### src/rtl/sprite_move_requester.sv
// Snoops CPU writes to the sprite position/code registers and hands one move at a
// time to the collision checker, then commits or reverts it based on the checker's verdict.
module sprite_move_requester #(
  parameter logic [15:0] POS_BASE  = 16'h5060,
  parameter logic [15:0] CODE_BASE = 16'h4FF0
) (
  input  logic            clk,
  input  logic            rst,
  input  logic            cpu_wr_en,
  input  logic [15:0]     cpu_addr,
  input  logic [7:0]      cpu_wr_data,
  input  logic            checker_busy,
  input  logic [7:0]      restore,
  output logic            sprite_update,
  output logic [2:0]      update_index,
  output logic [5:0]      sprite_num,
  output logic [7:0][7:0] sprite_x,
  output logic [7:0][7:0] sprite_y,
  output logic [7:0]      pending
);

  typedef enum logic [1:0] {
    IDLE,
    ISSUE,
    WAIT_DONE,
    RESOLVE
  } state_e;

  state_e state_q, state_d;

  logic [7:0][7:0] cand_x_q, cand_x_d;
  logic [7:0][7:0] cand_y_q, cand_y_d;
  logic [7:0][7:0] commit_x_q, commit_x_d;
  logic [7:0][7:0] commit_y_q, commit_y_d;
  logic [7:0][5:0] code_q, code_d;
  logic [7:0]      pending_q, pending_d;
  logic            dirty_q, dirty_d;
  logic            restore_hit_q, restore_hit_d;
  logic [2:0]      idx_q, idx_d;
  logic [5:0]      num_q, num_d;

  logic [15:0] pos_off;
  logic [15:0] code_off;
  logic        pos_hit;
  logic        code_hit;
  logic [2:0]  pos_idx;
  logic [2:0]  code_idx;
  logic        issue_go;
  logic [2:0]  next_idx;

  function automatic logic [2:0] lowest_set(input logic [7:0] v);
    lowest_set = 3'd0;
    for (int i = 7; i >= 0; i--) begin
      if (v[i]) lowest_set = 3'(i);
    end
  endfunction

  // Each window spans 16 bytes: bits [3:1] select the sprite, bit 0 selects X/Y.
  assign pos_off  = cpu_addr - POS_BASE;
  assign code_off = cpu_addr - CODE_BASE;
  assign pos_hit  = cpu_wr_en && (pos_off < 16'd16);
  assign code_hit = cpu_wr_en && (code_off < 16'd16) && !code_off[0];
  assign pos_idx  = pos_off[3:1];
  assign code_idx = code_off[3:1];

  assign next_idx = lowest_set(pending_q);
  assign issue_go = (state_q == IDLE) && (pending_q != 8'd0) && !checker_busy;

  // State register
  always_ff @(posedge clk) begin
    // NOTE: sequential state uses non-blocking assignments so every flop samples pre-edge values.
    if (!rst) state_q <= IDLE;
    else      state_q <= state_d;
  end

  // Next-state logic
  always_comb begin
    state_d = state_q;
    case (state_q)
      IDLE:      if (issue_go) state_d = ISSUE;
      ISSUE:     state_d = checker_busy ? WAIT_DONE : RESOLVE;
      WAIT_DONE: if (!checker_busy) state_d = RESOLVE;
      RESOLVE:   state_d = IDLE;
      default:   state_d = IDLE;
    endcase
  end

  // Output logic
  always_comb begin
    sprite_update = (state_q == ISSUE);
  end

  assign update_index = idx_q;
  assign sprite_num   = num_q;
  assign sprite_x     = commit_x_q;
  assign sprite_y     = commit_y_q;
  assign pending      = pending_q;

  // Datapath next-state: FSM actions first, CPU snoop last so a same-cycle write wins.
  always_comb begin
    // NOTE: every _d starts from its held value so no branch can leave it unassigned and infer a latch.
    cand_x_d      = cand_x_q;
    cand_y_d      = cand_y_q;
    commit_x_d    = commit_x_q;
    commit_y_d    = commit_y_q;
    code_d        = code_q;
    pending_d     = pending_q;
    dirty_d       = dirty_q;
    restore_hit_d = restore_hit_q;
    idx_d         = idx_q;
    num_d         = num_q;

    case (state_q)
      IDLE: begin
        if (issue_go) begin
          idx_d         = next_idx;
          num_d         = code_q[next_idx];
          dirty_d       = 1'b0;
          restore_hit_d = 1'b0;
        end
      end
      WAIT_DONE: begin
        if (restore[idx_q]) restore_hit_d = 1'b1;
      end
      RESOLVE: begin
        if (restore_hit_q) begin
          cand_x_d[idx_q] = commit_x_q[idx_q];
          cand_y_d[idx_q] = commit_y_q[idx_q];
        end else begin
          commit_x_d[idx_q] = cand_x_q[idx_q];
          commit_y_d[idx_q] = cand_y_q[idx_q];
        end
        pending_d[idx_q] = dirty_q;
      end
      default: ;
    endcase

    if (pos_hit) begin
      if (pos_off[0]) cand_y_d[pos_idx] = cpu_wr_data;
      else            cand_x_d[pos_idx] = cpu_wr_data;
      pending_d[pos_idx] = 1'b1;
      if ((state_q != IDLE) && (pos_idx == idx_q)) dirty_d = 1'b1;
    end

    if (code_hit) begin
      code_d[code_idx] = cpu_wr_data[7:2];
      if ((state_q != IDLE) && (code_idx == idx_q)) dirty_d = 1'b1;
    end
  end

  always_ff @(posedge clk) begin
    if (!rst) begin
      // NOTE: the per-sprite arrays are ordinary flops rather than a RAM, so they clear with everything else.
      cand_x_q      <= '0;
      cand_y_q      <= '0;
      commit_x_q    <= '0;
      commit_y_q    <= '0;
      code_q        <= '0;
      pending_q     <= '0;
      dirty_q       <= 1'b0;
      restore_hit_q <= 1'b0;
      idx_q         <= '0;
      num_q         <= '0;
    end else begin
      cand_x_q      <= cand_x_d;
      cand_y_q      <= cand_y_d;
      commit_x_q    <= commit_x_d;
      commit_y_q    <= commit_y_d;
      code_q        <= code_d;
      pending_q     <= pending_d;
      dirty_q       <= dirty_d;
      restore_hit_q <= restore_hit_d;
      idx_q         <= idx_d;
      num_q         <= num_d;
    end
  end

endmodule

### config.mk
export PLATFORM = sky130hd
export DESIGN_NAME = sprite_move_requester
export DESIGN_NICKNAME = d
export VERILOG_FILES = /design/src/rtl/sprite_move_requester.sv
export SDC_FILE = /design/constraint.sdc
export NUM_CORES = 1
export LEC_CHECK = 0
export CORE_MARGIN = 4
export CORE_UTILIZATION = 30
export DETAILED_ROUTE_END_ITERATION = 16
export HOLD_SLACK_MARGIN = 0.1
export PLACE_DENSITY_LB_ADDON = 0.12
export SLEW_MARGIN = 10
export SYNTH_ARGS = -nofsm -noshare
export SYNTH_HDL_FRONTEND = slang
export SYNTH_SLANG_ARGS = --single-unit
### constraint.sdc
create_clock -name clk -period 5.6 [get_ports clk]
set_input_delay 1.12 -clock clk [delete_from_list [all_inputs] [get_ports clk]]
set_output_delay 1.12 -clock clk [all_outputs]
set_load 0.01 [all_outputs]
Word-level counts from Yosys, hierarchy flattened --
Index checks and enable logic that the tools add are counted.
Cells by class: add/sub/neg operators 2, $lt $le $gt $ge 9, eq/ne operators 8, muxes and demuxes 61, bitwise logic cells 2, reductions and logical operators 20
Operators by type and width (count):
- two-way mux 64 bit | 8
- bitwise mux 64 bit | 6
- binary-select mux 8 bit (select 3 bit) | 4
- two-way mux 8 bit | 8
- bitwise mux 48 bit | 1
- demux 8 bit (select 3 bit) | 2
- less-than comparator 16 x 5 -> 1 bit (second input constant) | 2
- subtractor 16 x 15 -> 16 bit (second input constant) | 2
- two-way mux 3 bit | 8
- binary-select mux 6 bit (select 3 bit) | 1
- demux 6 bit (select 3 bit) | 1
- less-than comparator 3 x 4 -> 1 bit (second input constant) | 4
- two-way mux 1 bit | 12
- two-way mux 6 bit | 2
- logical AND 1 bit | 10
- >= comparator 3 x 1 -> 1 bit (second input constant) | 3
- bitwise mux 8 bit | 1
- OR 8 bit | 1
- case mux 2 bit (4 select lines) | 1
- nonzero test 8 bit | 1
- demux 1 bit (select 3 bit) | 2
- == test 3 bit | 2
- inequality test 2 bit (second input constant) | 3
- AND reduction 2 bit | 3
- other kinds (10) | 14
Storage, ports and cells: register bits after elaboration 325, bits of input ports 36, output and inout port bits 146, word-level logic and storage cells 148

Depth between registers and ports, before layout --
Gate-level depths: netlist (run 1).
depth in word-level cells 10, depth in mapped cells 9, depth with buffers taken out 7

Worst setup path before layout (run 1) --
OpenSTA, ideal clock, no wires.
path kind in2reg, from input port cpu_addr[5], to register code_q[5] (netlist name), library setup time 73 ps, arrival 2912 ps, data required time 5527 ps, path slack 2615 ps, stages on the path 6, path buffers 0, path through ha_1 or4_4 a21oi_4 o21ai_4 nor4b_4 mux2i_1
On the way: word-level cells in the longest chain between the ends 4
RTL lines:
- from (decl) | line 10 | input logic [15:0] cpu_addr,
- subtractor 16 x 15 -> 16 bit | line 60 | assign code_off = cpu_addr - CODE_BASE;
- less-than comparator 16 x 5 -> 1 bit | line 62 | assign code_hit = cpu_wr_en && (code_off < 16'd16) && !code_off[0];
- logical AND 1 bit (2 in series) | line 62
- to (signal assigned) | line 169 | code_q <= code_d;
- to (decl) | line 35 | logic [7:0][5:0] code_q, code_d;
No other way between the ends. A chain may end at the register's enable or synchronous reset.

Worst setup path in the final report (run 1) --
from input port cpu_addr[6], to register cand_y_q[10] (netlist name)
On the way: word-level cells in the longest chain between the ends 4
RTL lines:
- subtractor 16 x 15 -> 16 bit | line 59 | assign pos_off = cpu_addr - POS_BASE;
- less-than comparator 16 x 5 -> 1 bit | line 61 | assign pos_hit = cpu_wr_en && (pos_off < 16'd16);
- logical AND 1 bit | line 61
- two-way mux 64 bit | line 138 | if (pos_hit) begin
- to (signal assigned) | line 166 | cand_y_q <= cand_y_d;
- to (decl) | line 32 | logic [7:0][7:0] cand_y_q, cand_y_d;
No other way between the ends.

==> impl_metrics.ini, run 1 <==
[synth]
ys_ff_latch = 325
ys.flop_type = dfxtp_1
synth_edf_count = 0
ys_async_sr_fraction_pct = 0
synth_top_area_cell = dfxtp_1
syn_avg_cell_area_um2 = 8.50
postSynthCellCount = 1875
synthTopCellsByArea = dfxtp_1 (41%), mux2i_1 (7.8%), o21ai_0 (6.5%)
synth_top_area_share_pct = 40.8
syn_area_mm2 = 0.0159
yosysUniqueCellTypes = 78
syn_nets = 1917
ys_seq_area_share_pct = 40.8
synth_warnings = 0

[setup_path]
worstReg2RegStart = update_index[0]
crit_fanout = 21
reg2reg_depth = 6
cp-start-kind = input pin
regToRegEndpoint = cand_y_q[11]
worst-setup-path-type = in -> reg
arrival_ns = 4.16
cp.required_ns = 6.01
cp-end-kind = register
ff2ff_setup_slack_ns = 2.36

[sta]
fin_crit_ns = 3.75
fin_skew_ns = 0.0351
fin_crit_sh_pct = 67.0
fin_tns_setup_ns = 0
grt_setup_unrepaired = no
worst_pin_slew_ns = 1.26
max_slew_margin_pct = 15.3
setup_viol = 0
finalHoldViolations = 0
maxSlewViolCount = 0
max_freq_mhz = 267

[final_layout]
fin_area_mm2 = 0.0197
layout_commonest_cell = dfxtp_1
nets = 2007
final_cell_mix = dfxtp_1 (322), nand2_1 (213), o21ai_0 (207)
syn_to_final_growth_pct = 23.3
utilization_pct = 37.4
final_layout_size_suffix_gt1_share_pct = 10.0
n_fill_cell = 5346

[global_route]
antenna_found_initial = 0
busiest_layer = met2
grt_pass1_vias = 14472
grt_max_degree = 91
grt_use_met2_pct = 36.4
grt_use_met1_pct = 30.9
overflow = 0
track_usage_pct = 22.3
grt.met3_usage_pct = 2.90
grt_pass1_wl_um = 97500

[die]
num_rows = 84
die_area_mm2 = 0.0569
core-area_mm2 = 0.0526
ios = 182
dieHeight_um = 238
die_w_um = 238
floorplan.initialDensity_pct = 30.3

[drt]
dr.pass1.iters = 6
drt_wl_total_um = 65800
via_per_inst = 5.63
drc = 0
antenna_left = 0
wl_per_cell_um = 24.5
vias = 15127
drt_iter0_drc = 1256

[cts]
cts.clk_slew.worst_paths_ns = 0.06
htreeDepth = 2
tritoncts = built
post_cts_resized = 0
cts_sinks = 325
postCtsHoldBufs = 0
cts_buffer_depth = 3
cts_buffers = 41
clock_tree.root_cell = clkbuf_16
clock_latency_ns = 0.58
cts_setup_buffers = 0

[place]
place_hpwl_um = 45200
place_congestion = 0.885
placed_area_mm2 = 0.0182
portBuffers = 181

[hold_path]
holdPathEnd = code_q[9]
hp-start = code_q[9]
hold_depth = 2
hold_class = reg -> reg

[power]
peakVddDrop_v = 0.000187
power_uw = 5330
power.density_mw_per_mm2 = 271
p_leak_uw = 0.00636

[status]
outcome = completed

[flow_run]
cap_violations = 0
[logic make-up (layout without fill, tap and decap cells)]
logic type      count (synthesis)  count (layout)  synth area share, %
compound gates                638             638                 24.2
xor+xnor                        3               3                0.165
fa+ha+maj                       6               6                0.471
buf+inv                       185             306                 4.97
flops                         325             325                 40.8
mux                           171             171                 12.3
other cells                     0               1                    0
simple gates                  547             547                 17.1
[registers in the layout, indices dropped and copies added (netlist names)]
| signal | count |
|---|---|
| restore_hit_q | 1 |
| code_q | 48 |
| update_index | 3 |
| state_q | 2 |
| sprite_num | 6 |
| cand_y_q | 64 |
| sprite_x | 64 |
| cand_x_q | 64 |
| dirty_q | 1 |
| pending | 8 |
| sprite_y | 64 |
[synth_stat cells (all sizes together) (17+ instances only)]
cell type  number
nor2          135
buf            60
a211oi         58
clkbuf        115
nand3          57
a221oi         24
nand2         213
or4            17
o21ai         211
o211ai         23
mux2           30
a21oi         204
mux2i         124
dfxtp         325
a22oi          28
nor4           18
nor3           18
mux4           17
[layer usage]
metal  vias up  share of wire (%)
li1       7062                  -
met1      7397                 45
met2       555                 46
met3       113                5.9
met4         0                2.9
met5         -                  0
[stage by stage]
step | setup WS (ns) | hold slack (ns) | instances
detailed placement | 1.34 | 0.446 | 2610
global placement | 1.39 | 0.440 | 2610
floorplan | 2.62 | 0.431 | 1875
global route | 1.76 | 0.475 | 2684
finish | 1.85 | 0.454 | 2685
CTS | 1.94 | 0.460 | 2684
[critical path, cell delays in order]
cell and delay (ns):
clkdlybuf4s50_1 0.53, ha_1 0.28, nor4_4 0.29, nand3_2 0.47, nor4_1 1.16, or3_1 0.23, a21oi_1 0.07
[layout make-up]
type,instances,area [um^2],share of cell area (%)
sequential,325,6520,33.2
multi-input combinational,1365,8670,44.1
timing repair buffer,222,2130,10.9
antenna,1,2.50,0.0127
tap,688,861,4.38
clock buffer,57,1180,5.99
clock inverter,17,246,1.25
inverter,10,40.0,0.204
[where the power goes]
| part | total [uW] | switching (uW) | leakage, uW | internal, uW |
|---|---|---|---|---|
| Combinational | 207 | 144 | 0.00305 | 63.9 |
| Clock | 2800 | 1100 | 0.000692 | 1710 |
| Sequential | 2320 | 3.62 | 0.00262 | 2310 |
[how the worst max path moves through the flow]
stage                               to  slack [ns]   startpoint  cells past startpoint
after floorplan              code_q[5]        2.62  cpu_addr[5]                      6
after global placement    cand_y_q[10]        1.39  cpu_addr[6]                      7
after detailed placement  cand_y_q[10]        1.34  cpu_addr[6]                      7
after CTS                 cand_y_q[10]        1.94  cpu_addr[6]                      7
after global routing      cand_y_q[56]        1.76  cpu_addr[1]                      6
final                     cand_y_q[10]        1.85  cpu_addr[6]                      7
Power figures use the tool's default switching activity.
==> run 2: changes to the inputs <==
==> constraint.sdc (replaced) <==
create_clock -name clk -period 3.9 [get_ports clk]
set_input_delay 0.78 -clock clk [delete_from_list [all_inputs] [get_ports clk]]
set_output_delay 0.78 -clock clk [all_outputs]
set_load 0.01 [all_outputs]
==> run 2 against run 1 <==
Sequential share of layout area is 0.48 points lower. Die area is the same. First-iteration DRC count rose by 4.9%. Clock-buffer cell count grew 3. Register-to-register slack got worse by 1.3 ns. Utilization rose by 0.55 points. Global-route usage grew 0.49 points. Worst setup slack got worse by 1.0 ns. Flip-flop and latch count is the same. Non-clock buffer count rose by 62. Cell count grew 1.9%.
==> impl_metrics.ini, run 2 (synthesized netlist as in run 1, its figures left out) <==
[global_route]
grt_pass1_wl_um = 99500
grt_max_degree = 88
antenna_found_initial = 1
overflow = 0
grt_pass1_vias = 14845
track_usage_pct = 22.8

[cts]
cts_buffer_depth = 3
cts_setup_buffers = 0
cts_sinks = 325
post_cts_resized = 0
cts_buffers = 40
postCtsHoldBufs = 0
tritoncts = built
htreeDepth = 2
cts.clk_slew.worst_paths_ns = 0.06
clock_latency_ns = 0.56
clock_tree.root_cell = clkbuf_16

[setup_path]
cp_num_buf_inv = 2
worst-setup-path-type = in -> reg
cp-start-kind = input pin
arrival_ns = 3.56
path_cells = clkdlybuf4s50_1 > ha_1 > or2_1 > o22a_1 > buf_4 > or4_4 > and3_1 > a211oi_2
critical-path-top-delay-family = simple AND/OR/NAND/NOR gates
cp_slowest_cell = or4_4
crit_fanout = 16
slowest_delay_ns = 0.62
cp.required_ns = 4.38
cp-end-kind = register

[sta]
max_slew_margin_pct = 32.2
worst_pin_slew_ns = 1.02
grt_setup_unrepaired = no
setup_viol = 0
max_freq_mhz = 324
fin_skew_ns = 0.0225
fin_tns_setup_ns = 0
fin_crit_ns = 3.08
fin_crit_sh_pct = 79.0
maxSlewViolCount = 0
finalHoldViolations = 0

[die]
num_rows = 84
core-area_mm2 = 0.0526
die_area_mm2 = 0.0569
dieHeight_um = 238
floorplan.initialDensity_pct = 30.3
ios = 182
die_w_um = 238

[drt]
drt_iter0_drc = 1317
dr.pass1.iters = 5
antenna_left = 0
wl_per_cell_um = 24.4
drc = 0
via_per_inst = 5.64
vias = 15416
drt_wl_total_um = 66800

[power]
peakVddDrop_v = 0.000229
power.density_mw_per_mm2 = 367
p_leak_uw = 0.00659

[final_layout]
n_fill_cell = 5454
final_cell_mix = dfxtp_1 (322), nand2_1 (213), o21ai_0 (208)
layout_commonest_cell = dfxtp_1
nets = 2068
syn_to_final_growth_pct = 25.1
fin_cells = 2735
final_layout_size_suffix_gt1_share_pct = 12.1
diodes = 0

[status]
outcome = completed

[place]
place_congestion = 0.900
place_hpwl_um = 46700
dp_cells = 2672
portBuffers = 181

[flow_run]
cap_violations = 0

[hold_path]
hold_class = reg -> reg
==> run 2: cell types whose count changed in the layout (fill, tap and decap cells not counted), moves of 3 or more <==
cell and delta:
buf_4 +62, clkinv_2 -7, bufinv_16 -3, clkbuf_1 +3
clkinvlp_4 -3
==> run 2: power by group <==
group | internal, uW | switching [uW] | leakage [uW] | total (uW)
Combinational | 100 | 212 | 0.00336 | 312
Clock | 2190 | 1480 | 0.000609 | 3670
Sequential | 3320 | 4.75 | 0.00262 | 3330
Total | 5620 | 1690 | 0.00659 | 7310
==> run 2: layout make-up <==
type | instances | area [um^2] | share of cell area, %
Clock buffer | 60 | 1180 | 5.91
Sequential cell | 325 | 6520 | 32.7
Multi-Input combinational cell | 1365 | 8670 | 43.5
Tap cell | 688 | 861 | 4.32
Clock inverter | 3 | 68.8 | 0.345
Inverter | 10 | 40.0 | 0.201
Timing Repair Buffer | 284 | 2600 | 13.0
==> run 2: path summary, 6_finish.rpt <==
path                        to  slack (ns)  cells after the start            start
setup / recovery  cand_y_q[15]        0.82                      8      cpu_addr[6]
hold / removal      code_q[20]        0.45                      2       code_q[20]
setup reg to reg  sprite_x[29]        1.02                      6  update_index[2]
hold reg to reg     code_q[20]        0.45                      2       code_q[20]
==> run 2: worst register-to-register path: cells and delay by family (launching register included) <==
family	cells	cell delay, ns
AND/OR/NAND/NOR	3	0.95
flip-flops	1	0.73
AO/OA/AOI/OAI	1	0.36
buffers and inverters	1	0.36
multiplexers	1	0.35
==> run 2: metrics by stage <==
| stage | hold slack (ns) | instance area, um^2 | setup slack, ns | power [uW] | util [%] |
|---|---|---|---|---|---|
| 2_1_floorplan | 0.431 | 15900 | 1.26 | 3570 | - |
| 3_3_place_gp | 0.440 | 18700 | 0.334 | 3700 | 35.6 |
| 3_5_place_dp | 0.446 | 18700 | 0.286 | 3710 | 35.6 |
| 4_1_cts | 0.457 | 19900 | 0.882 | 7370 | 37.9 |
| 5_1_grt | 0.471 | 19900 | 0.714 | 7530 | 37.9 |
| 6_report | 0.454 | 19900 | 0.818 | 7310 | 37.9 |
==> run 2: per-layer routing <==
metal  GRT usage (%)  wire, um
met1            30.8     29600
met2            36.4     30400
met3            4.07      4330
met4            8.67      2480
met5               0        12
